`config.mk`:
```
export PLATFORM = sky130hd
export DESIGN_NAME = req_encoder_4_2
export DESIGN_NICKNAME = d
export VERILOG_FILES = /design/src/rtl/req_encoder_4_2.sv
export SDC_FILE = /design/constraint.sdc
export NUM_CORES = 1
export LEC_CHECK = 0
export ABC_AREA = 1
export CORE_AREA = 2 2 39 41
export CTS_CLUSTER_DIAMETER = 30
export DETAILED_ROUTE_END_ITERATION = 10
export DIE_AREA = 0 0 41 43
export DONT_BUFFER_PORTS = 1
export SLEW_MARGIN = 10
export SYNTH_ARGS = -nofsm -noshare
export SYNTH_HDL_FRONTEND = slang
export SYNTH_SLANG_ARGS = --single-unit
```
`constraint.sdc`:
```
create_clock -name clk -period 7.1 [get_ports clk]
set_input_delay 1.42 -clock clk [delete_from_list [all_inputs] [get_ports clk]]
set_output_delay 1.42 -clock clk [all_outputs]
set_load 0.02 [all_outputs]
```
`src/rtl/req_encoder_4_2.sv`:
```
// Sticky request collector: latches request lines into a pending set and hands out
// one binary index per valid/ready handshake, with fixed-priority or round-robin pick.
module req_encoder_4_2 #(
  parameter int N    = 4,
  parameter int MODE = 0,
  parameter int CW   = 4,
  localparam int W   = (N > 1) ? $clog2(N) : 1
) (
  input  logic          clk,
  input  logic          rst_n,
  input  logic          e,
  input  logic [N-1:0]  y,
  input  logic          ready,
  output logic [W-1:0]  w,
  output logic          valid,
  output logic          multi,
  output logic [CW-1:0] drop_cnt
);

  localparam int unsigned DMAX = (2 ** CW) - 1;

  logic [N-1:0]  pending_q, pending_d;
  logic [W-1:0]  w_q, w_d;
  logic          valid_q, valid_d;
  logic          multi_q, multi_d;
  logic [CW-1:0] drop_q, drop_d;
  logic [W-1:0]  last_q, last_d;

  logic [N-1:0]  y_m;
  logic [N-1:0]  grant_mask;
  logic [N-1:0]  drop_bits;
  logic [W-1:0]  sel;
  logic          found;
  logic          slot_free;
  logic          grant;

  // y is masked first so undefined lines while e=0 never reach state
  assign y_m       = e ? y : '0;
  assign slot_free = !valid_q || ready;

  always_comb begin
    int unsigned idx;
    logic [W-1:0] idx_w;
    sel   = '0;
    found = 1'b0;
    idx   = 0;
    idx_w = '0;
    for (int k = 0; k < N; k++) begin
      if (MODE == 1) idx = (int'(last_q) + 1 + k) % N;
      else           idx = k;
      idx_w = W'(idx);
      if (!found && pending_q[idx_w]) begin
        found = 1'b1;
        sel   = idx_w;
      end
    end
  end

  assign grant      = slot_free && found;
  assign grant_mask = grant ? (N'(1) << sel) : '0;
  // a request for the index granted on this edge re-arms it rather than counting as lost
  assign drop_bits  = y_m & pending_q & ~grant_mask;

  always_comb begin
    int unsigned sum;
    pending_d = (pending_q & ~grant_mask) | y_m;
    w_d       = w_q;
    valid_d   = valid_q;
    last_d    = last_q;
    if (grant) begin
      w_d     = sel;
      valid_d = 1'b1;
      last_d  = sel;
    end else if (slot_free) begin
      valid_d = 1'b0;
    end
    multi_d = ($countones(y_m) >= 2);
    sum     = int'(drop_q) + $countones(drop_bits);
    drop_d  = (sum > DMAX) ? CW'(DMAX) : CW'(sum);
  end

  always_ff @(posedge clk or negedge rst_n) begin
    if (!rst_n) begin
      pending_q <= '0;
      w_q       <= '0;
      valid_q   <= 1'b0;
      multi_q   <= 1'b0;
      drop_q    <= '0;
      last_q    <= W'(N - 1);
    end else begin
      pending_q <= pending_d;
      w_q       <= w_d;
      valid_q   <= valid_d;
      multi_q   <= multi_d;
      drop_q    <= drop_d;
      last_q    <= last_d;
    end
  end

  assign w        = w_q;
  assign valid    = valid_q;
  assign multi    = multi_q;
  assign drop_cnt = drop_q;

endmodule

```
Yosys cells after proc, flatten, opt, wreduce, memory -nomap -nowiden:

Cells that the tools add are included.

* register bits after elaboration: 12
* logic and storage cells: 42
* bits of input ports: 8
* output and inout port bits: 8

* order comparisons: 2
* mux-type cells: 12
* bitwise operators: 5
* add/subtract/negate cells: 7
* shift operators: 1
* reduce and logical (&&, ||, !) cells: 10

Operators with widths (count)
* $and A4 B4 Y4: 3
* $mux W4: 3
* $add A1 B1 Y2: 4
* $mux W1: 7
* $add A2 B2 Y3: 2
* $add A4 B3 Y5: 1
* $gt A5 B4 Y1 const B: 1
* $logic_and A1 B1 Y1: 4
* $logic_not A1 Y1: 4
* $mux W2: 2
* $not A4 Y4: 1
* $or A4 B4 Y4: 1
* $shl A1 B2 Y4 const A: 1
* $ge A3 B2 Y1 const B: 1
* $reduce_bool A2 Y1: 1
* $logic_or A1 B1 Y1: 1

Longest topological paths before layout:

Gate-level depths: netlist of the first run.

* depth in word-level cells: 19
* mapped depth: 12
* depth with buffers taken out: 12

Worst setup path after synthesis of the first run:

Ideal clock, no wire load.

* kind: input to register
* start point: input port ready
* end point: register drop_q[1] (netlist: drop_cnt[1])
* required time: 6.980 ns
* data arrival time: 3.216 ns
* stages on the path: 10
* setup time: 0.120 ns
* buffers on the path: 0
* setup slack: 3.764 ns
* path through: inv_1 > nand2_1 > nand2_1 > nand3_1 > fa_1 > fa_1 > inv_1 > fa_1 > inv_1 > nand2_1

* cells in the longest elaborated chain, start to end: 10
* elaborated cells on any way between the ends: 11
* those cells by class: add/sub: 4; order compare: 1; mux: 2; bitwise: 2; reduce/logical: 2

Ends and longest elaborated chain
* start, declared: RTL line 13 `input logic ready,`
* $logic_or A1 B1 Y1 *: RTL line 39 `assign slot_free = !valid_q || ready;`
* $logic_and A1 B1 Y1 *: RTL line 59 `assign grant = slot_free && found;`
* $mux W4 *: RTL line 60 `assign grant_mask = grant ? (N'(1) << sel) : '0;`
* $not A4 Y4 *: RTL line 62 `assign drop_bits = y_m & pending_q & ~grant_mask;`
* $and A4 B4 Y4 *: RTL line 62
* $add A1 B1 Y2 (implied by the code): RTL line 78 `sum = int'(drop_q) + $countones(drop_bits);`
* $add A2 B2 Y3 (implied by the code) *: RTL line 78
* $add A4 B3 Y5 *: RTL line 78
* $gt A5 B4 Y1: RTL line 79 `drop_d = (sum > DMAX) ? CW'(DMAX) : CW'(sum);`
* $mux W4 *: RTL line 79
* net drop_d[1]: RTL line 26 `logic [CW-1:0] drop_q, drop_d;`
* end signal, assigned: RTL line 95 `drop_q <= drop_d;`
* end, declared: RTL line 26

The timed path passes the listed nets; every way through them passes the cells marked *.
A chain may end at the register's enable or synchronous reset.

Worst setup path in the final report of the first run:

Same ends and word-level chain as after synthesis.

==> out/metrics.cfg, run 1 <==
[outcome]
status = complete, no violations

[global_routing]
grt_pass1_wl_mm = 1.92
grtUsageTotal_pct = 17.4
grt_max_degree = 13
grt_pass1_vias = 485
overflow = 0
antenna_found_initial = 0

[placed_design]
routabilityCongestion = 0.758
dp.cells = 95
dpl.hpwl_um = 878
placement.io_buffers = 0

[timing]
period_share_pct = 44.2
tns_ps = 0
fmax_mhz = 319
rsz0062_at_grt = false
slew_violations = 0
timing.slew.headroom_pct = 80.7
min_period_ps = 3130
setup_violations = 0
final_hold_viol_count = 0
clock_skew_ps = 3.65
hold_slack_ps = 543
worst_pin_slew_ps = 289

[clocking]
postCtsResizedCells = 0
postCtsSetupRepairBufs = 0
cts_sinks = 12
h-tree-depth = 1
clock_path_buffers = 2
clockRootBuffer = clkbuf_4
hold_buffers = 0
cts_buffers = 3
clk_latency_ps = 270
clk_pin_slew_ps = 80
cts_tree = yes

[floorplan]
fp-row-count = 14
start_util_pct = 47.1
die_w_um = 41
boundaryPins = 16
die_h_um = 43
coreArea_mm2 = 0.00138
dieArea_mm2 = 0.00176

[final_layout]
final_common_cell = nand2_1
regArea_um2 = 300
area_delta_synth_final_pct = 8.64
final_cells = 99
diodes = 0
finalCoreUtilization_pct = 51.2
nFillCells = 139
layout-drive-gt1-share_pct = 8.43
fin_nets = 97
multi_input_area_um2 = 295
final_cell_mix = nand2_1 (29), inv_1 (14), dfrtp_1 (12), nand3_1 (8), fa_1 (4)

[synthesis]
yosys.area_share.simple_pct = 27.4
synthCells = 79
synth_top_family_by_area = simple AND/OR/NAND/NOR gates
muxShareOfSynthArea_pct = 0
netlist_area_um2 = 652
avgSynthCellArea_um2 = 8.25
synth_xor_area_share_pct = 0
yosysUniqueCellTypes = 13
ys_seq_elements = 12
synth-adder-area-share_pct = 14.2
syn-num-nets = 92
synth_compound_area_share_pct = 3.65
ys_warn_count = 0
ys_seq_area_share_pct = 46.1

[power]
power.total_w = 0.000235
p_sw_share_pct = 39.4
p_leak_nw = 0.405
intPower_w = 0.000142
power.switching_w = 0.0000925
pwr-share-seq_pct = 51.7
ir_drop_mv = 0.164
p_per_area_mw_per_mm2 = 332
p_comb_share_pct = 25.5
clkPwrFrac_pct = 22.8

[setup_path]
rrSetupSlack_ps = 4610
rr_endpoint = drop_cnt[1]
cp-start-kind = input pin
path_class = in -> reg
r2r_start = pending_q[1]
reg2regPathDepth = 10
worstPathArrival_ps = 3300
crit_fanout = 6
worstSetupEndpointType = flip-flop
critical_path.startpoint = ready
crit_required_ps = 7260

[worst_hold_path]
hold_path_class = reg -> reg
whs_path_depth = 2
worstHoldStart = pending_q[0]
hold-path-endpoint = pending_q[0]

[detailed_routing]
drcViolationCount = 0
ant_nets = 0
drtIter0Drc = 14
wl_mm = 1.11
first_pass_iters = 4
routedWlPerCell_um = 11.2
vias = 496
drt-vias-per-instance = 5.01

[flow_run]
cap_viol_max_count = 0

power groups by stage:
stage / Sequential [W] / Clock, W / Combinational, W
CTS: 0.000122 / 0.0000566 / 0.0000613
floorplan: 0.000119 / 0 / 0.0000512
finish: 0.000122 / 0.0000536 / 0.0000598
global route: 0.000125 / 0.0000619 / 0.0000736
global placement: 0.000123 / 0 / 0.0000591
detailed placement: 0.000123 / 0 / 0.0000614
critical path: stages:
cell	delay, ps
inv_1	30
nand2_1	120
nand2_1	120
nand3_1	100
fa_1	490
fa_1	420
inv_1	90
fa_1	410
inv_1	60
nand2_1	40
per-layer routing:
| metal | GRT usage [%] | up-vias | share of wire, % |
|---|---|---|---|
| met5 | 0 | - | 0 |
| met4 | 12.0 | 0 | 0.90 |
| met3 | 6.81 | 2 | 6.0 |
| met2 | 23.4 | 18 | 47 |
| met1 | 21.9 | 227 | 46 |
| li1 | - | 249 | - |
how the worst max path moves through the flow:
| stage | to | slack, ps | cells past startpoint |
|---|---|---|---|
| floorplan | drop_cnt[1] | 3760 | 10 |
| global placement | drop_cnt[1] | 3690 | 10 |
| detailed placement | drop_cnt[1] | 3650 | 10 |
| CTS | drop_cnt[1] | 3960 | 10 |
| global route | drop_cnt[2] | 3780 | 12 |
| finish | drop_cnt[1] | 3970 | 10 |
sequential cells by signal, indices dropped and copies added (netlist names):
| register | flops |
|---|---|
| w | 2 |
| multi | 1 |
| valid | 1 |
| drop_cnt | 4 |
| pending_q | 4 |
cells in the mapped netlist:
cell type	number	area, um2
nor2_1	3	11.3
nand4_1	2	12.5
fa_1	4	80.1
o21ai_0	1	5.00
inv_2	1	3.75
nand3_1	8	40.0
a31o_2	1	8.76
inv_1	14	52.6
o21ai_1	2	10.0
nand2_1	29	109
dfrtp_1	12	300
nor2_2	1	6.26
ha_1	1	12.5
area by class of cell:
class	count	area share, %
flip-flops and latches	12	42.4
multi-input cells	52	41.7
inverters	15	7.95
clock buffers	4	5.12
well taps	16	2.83
through the flow:
step | worst slack (ps) | instance area, um2
after floorplan | 3760 | 652
after global placement | 3690 | 672
after detailed placement | 3650 | 672
after CTS | 3960 | 708
after global routing | 3780 | 708
final | 3970 | 708
cell families after synthesis:
logic type,Yosys count
AO/OA/AOI/OAI,4
adder cells (fa/ha/maj),5
buffers and inverters,15
flip-flops,12
AND/OR/NAND/NOR,43
Note: power is estimated with default switching activity, not from simulation.
==> run 2, diff against run 1 <==
Clock period 7.1 ns to 3.2 ns, I/O delays scaled along.
==> run 2 against run 1 <==
Effect of this change:
- global-route usage is essentially flat
- first-iteration DRC count shrank 36%
- clock-buffer cell count is the same
- final cell count is the same
- flip-flop and latch count is the same
- sequential share of layout area is the same
- non-clock buffer count is the same
- cell area is the same
- utilization is the same
- register-to-register slack lost 3900 ps
- clock power grew 130%
- clock skew is essentially flat
- critical endpoint unchanged
==> out/metrics.cfg, run 2 (synthesis gave the netlist of run 1 again) <==
[outcome]
status = complete, no violations

[clocking]
h-tree-depth = 1  ; unchanged
clock_path_buffers = 2  ; unchanged
cts_sinks = 12  ; unchanged
clk_latency_ps = 270  ; about the same
hold_buffers = 0  ; unchanged
cts_tree = yes
clockRootBuffer = clkbuf_4
postCtsResizedCells = 0  ; unchanged
clk_pin_slew_ps = 80  ; about the same
postCtsSetupRepairBufs = 0  ; unchanged
cts_buffers = 3  ; unchanged

[placed_design]
place_area_um2 = 672  ; unchanged
dpl.hpwl_um = 862  ; -1.9%
placement.io_buffers = 0  ; unchanged
dp.cells = 95  ; unchanged
routabilityCongestion = 0.788  ; +3.9%

[power]
p_leak_nw = 0.405  ; unchanged
p_per_area_mw_per_mm2 = 740  ; +120%
ir_drop_mv = 0.413  ; +150%

[timing]
min_period_ps = 2540
clock_skew_ps = 4.05  ; +0.400 ps
period_share_pct = 79.3
setup_violations = 0  ; unchanged
final_hold_viol_count = 0  ; unchanged
fmax_mhz = 394
slew_violations = 0  ; unchanged
rsz0062_at_grt = false
tns_ps = 0  ; unchanged
timing.slew.headroom_pct = 80.7  ; about the same
worst_pin_slew_ps = 289  ; -0.0256 ps

[detailed_routing]
vias = 512  ; +3.2%
top_layer = met4
drt-vias-per-instance = 5.17  ; +3.2%
drcViolationCount = 0  ; unchanged
wl_met2_um = 481  ; -7.5%
drtIter0Drc = 9  ; -5
ant_nets = 0  ; unchanged
wl_mm = 1.09  ; -2.1%
wl_met1_um = 527  ; +3.1%
routedWlPerCell_um = 11.0  ; -2.1%
first_pass_iters = 4  ; unchanged
met3WireLength_um = 60  ; -10%

[final_layout]
finalCoreUtilization_pct = 51.2  ; unchanged
area_delta_synth_final_pct = 8.64  ; unchanged
final_common_cell = nand2_1
final_cell_mix = nand2_1 (29), inv_1 (14), dfrtp_1 (12), nand3_1 (8), fa_1 (4)
fin_area_um2 = 708  ; unchanged
layout-drive-gt1-share_pct = 8.43  ; unchanged
diodes = 0  ; unchanged
final_cells = 99  ; unchanged
fin_nets = 97  ; unchanged

[global_routing]
grt_max_degree = 13  ; unchanged
overflow = 0  ; unchanged
grt_pass1_vias = 510  ; +5.2%
grt_pass1_wl_mm = 2.04  ; +6.1%
grtUsageTotal_pct = 17.4  ; -0.036 points
antenna_found_initial = 0  ; unchanged

[setup_path]
worstSetupEndpointType = flip-flop
crit_fanout = 5  ; -1
worstPathArrival_ps = 2710  ; -590 ps
crit_required_ps = 3370  ; -3890 ps
cp-start-kind = flip-flop
path_class = reg -> reg
critical_path.startpoint = pending_q[1]
r2r_start = pending_q[1]

[floorplan]
die_w_um = 41  ; unchanged
dieArea_mm2 = 0.00176  ; unchanged
fp-row-count = 14  ; unchanged
start_util_pct = 47.1  ; unchanged
die_h_um = 43  ; unchanged
coreArea_mm2 = 0.00138  ; unchanged
boundaryPins = 16  ; unchanged

[worst_hold_path]
hold_path_class = in -> async

[flow_run]
cap_viol_max_count = 0  ; unchanged

## run 2: cell type report
cell class / instances / area (um2)
Tap cell: 16 / 20.0
Fill cell: 135 / 676
Clock buffer: 4 / 36.3
Inverter: 15 / 56.3
Sequential cell: 12 / 300
Multi-Input combinational cell: 52 / 295
## run 2: power by group
part           switching (W)  internal [W]  leakage [nW]  total, W
logic              0.0000773     0.0000553         0.250  0.000133
clock network      0.0000529     0.0000691        0.0210  0.000122
registers          0.0000776      0.000192         0.134  0.000269
## run 2: worst paths after layout
| check | slack (ps) | to | depth (start not counted) |
|---|---|---|---|
| min in group clk | 490 | pending_q[2] | 2 |
| setup reg to reg | 660 | drop_cnt[1] | 10 |
| setup / recovery | 660 | drop_cnt[1] | 10 |
| hold reg to reg | 550 | pending_q[0] | 2 |
| max in group asynchronous | 3080 | pending_q[1] | 0 |
| hold / removal | 50 | drop_cnt[0] | 0 |
## run 2: per-layer routing
layer  track usage (%)  up-vias
met5                 0        -
met4              10.0        0
met3              3.14        4
met2              22.8       19
met1              25.9      233
li1                  -      256
## run 2: stage by stage
step	total power, W	worst slack [ps]	hold slack [ps]
finish	0.000524	661	50.5
global route	0.000582	410	30.9
CTS	0.000531	639	46.7
detailed placement	0.000408	510	345
global placement	0.000403	549	345
floorplan	0.000378	644	344
## run 2: critical path: stages (launching register included)
cell     delay, ps
dfrtp_1        430
nor2_2         190
nand3_1         90
nand2_1         80
nand3_1        110
fa_1           500
fa_1           430
inv_1          100
fa_1           410
inv_1           60
nand2_1         40
==> run 3, diff against run 2 <==
Clock period 3.2 ns to 2.6 ns, I/O delays scaled along.
==> run 3 against run 2 <==
Effect of this change:
- first-iteration DRC count increased by 140%
- utilization increased by 7.1 points
- critical path depth unchanged
- clock skew decreased by 3.5 ps
- routed wire length increased by 15%
- register-to-register slack got worse by 540 ps
- cell area increased by 14%
- clock power increased by 21%
- largest power group unchanged
==> out/metrics.cfg, run 3 (synthesis gave the netlist of run 1 again) <==
[setup_path]
worstPathArrival_ps = 2650  ; -60 ps
cpMaxStageDelayCell = fa_1
crit_required_ps = 2760  ; -610 ps
max_stage_delay_ps = 500  ; about the same
path_class = reg -> reg
path_cells = inv_1 -> nand3_1 -> nand2_1 -> nand3_1 -> fa_1 -> fa_1 -> inv_1 -> fa_2 -> inv_1 -> nand2_1
cpMostUsedCell = inv_1
crit_fanout = 4  ; -1
r2r_start = pending_q[2]
crit_family = adder cells
worstSetupEndpointType = flip-flop
critical_path.startpoint = pending_q[2]
cp-start-kind = flip-flop
path_buf_inv = 3  ; +1

[timing]
final_hold_viol_count = 0  ; unchanged
worst_pin_slew_ps = 540  ; +251 ps
tns_ps = 0  ; unchanged
fmax_mhz = 403  ; +2.3%
layout_setup_ws_ps = 118  ; -543 ps
timing.slew.headroom_pct = 63.9  ; -17 points
period_share_pct = 95.4  ; +16 points
slew_violations = 0  ; unchanged
min_period_ps = 2480  ; -57.1 ps
clock_skew_ps = 0.575  ; -3.47 ps
setup_violations = 0  ; unchanged

[detailed_routing]
drcViolationCount = 0  ; unchanged
first_pass_iters = 4  ; unchanged
routedWlPerCell_um = 11.4  ; +3.7%
ant_nets = 0  ; unchanged
drtIter0Drc = 22  ; +13
vias = 543  ; +6.1%
wl_mm = 1.25  ; +15%
drt-vias-per-instance = 4.94  ; -4.6%

[floorplan]
boundaryPins = 16  ; unchanged
die_w_um = 41  ; unchanged
start_util_pct = 47.1  ; unchanged
fp-row-count = 14  ; unchanged
die_h_um = 43  ; unchanged
dieArea_mm2 = 0.00176  ; unchanged
coreArea_mm2 = 0.00138  ; unchanged

[final_layout]
final_cells = 110  ; +11%
fin_nets = 108  ; +11%
area_delta_synth_final_pct = 23.8
layout-drive-gt1-share_pct = 21.3  ; +13 points
finalCoreUtilization_pct = 58.3  ; +7.1 points
final_common_cell = nand2_1
diodes = 0  ; unchanged
final_cell_mix = nand2_1 (28), inv_1 (14), dfrtp_1 (12), buf_4 (10), nand3_1 (8)
nFillCells = 126  ; -6.7%

[clocking]
h-tree-depth = 1  ; unchanged
clock_path_buffers = 2  ; unchanged
clk_latency_ps = 270  ; about the same
cts_buffers = 3  ; unchanged
cts_tree = yes
clk_pin_slew_ps = 80  ; about the same
clockRootBuffer = clkbuf_4
cts_sinks = 12  ; unchanged

[global_routing]
grt_pass1_vias = 526  ; +3.1%
grt_pass1_wl_mm = 2.17  ; +6.4%
grtUsageTotal_pct = 18.7  ; +1.3 points
antenna_found_initial = 0  ; unchanged
grt_max_degree = 13  ; unchanged
overflow = 0  ; unchanged

[power]
ir_drop_mv = 0.538  ; +30%
power.total_w = 0.000700  ; +34%
p_per_area_mw_per_mm2 = 867  ; +17%
p_leak_nw = 0.457  ; +13%

[outcome]
status = complete, no violations

[placed_design]
routabilityCongestion = 0.803  ; +1.8%
placement.io_buffers = 0  ; unchanged
dpl.hpwl_um = 918  ; +6.5%
dp_slack_ps = 50.2  ; -460 ps
dp.cells = 99  ; +4.2%

[flow_run]
cap_viol_max_count = 0  ; unchanged

[worst_hold_path]
worstHoldStart = e
hold_path_class = in -> reg

## run 3: final cells by class
class / count / area, um2 / area share (%)
clock buffer: 4 / 36.3 / 4.50
timing repair buffer: 11 / 85.1 / 10.5
sequential: 12 / 300 / 37.2
inverter: 15 / 56.3 / 6.98
tap: 16 / 20.0 / 2.48
multi-input combinational: 52 / 309 / 38.3
## run 3: per-stage QoR
stage,hold WS (ps),area (um2)
floorplan,224,652
global placement,225,702
detailed placement,225,702
CTS,374,748
global route,384,807
finish,378,807
## run 3: per-layer routing
layer	vias to the layer above	part of all wire, %	track usage (%)
li1	274	-	-
met1	255	45	26.2
met2	12	49	26.6
met3	2	4.2	3.14
met4	0	1.1	10.0
met5	-	0	0
## run 3: where the power goes
part           leakage [nW]  internal [W]  switching (W)
registers             0.134      0.000236      0.0000953
logic                 0.302      0.000101       0.000119
clock network        0.0210     0.0000851      0.0000632
total                 0.457      0.000422       0.000278
## run 3: worst paths after layout
kind                       slack, ps           end  depth (start not counted)
setup / recovery                 120   drop_cnt[1]                         10
hold / removal                   380  pending_q[3]                          2
setup reg to reg                 120   drop_cnt[1]                         10
hold reg to reg                  600  pending_q[3]                          3
max in group asynchronous       1580   drop_cnt[3]                          1
min in group asynchronous        670          w[1]                          1
## run 3: repair_timing
item	in CTS	in global routing
hold buffers	1	0
hold endpoints to repair	12	0
gates resized for setup	0	5
endpoints found under the setup margin	0	4
setup buffers	0	6
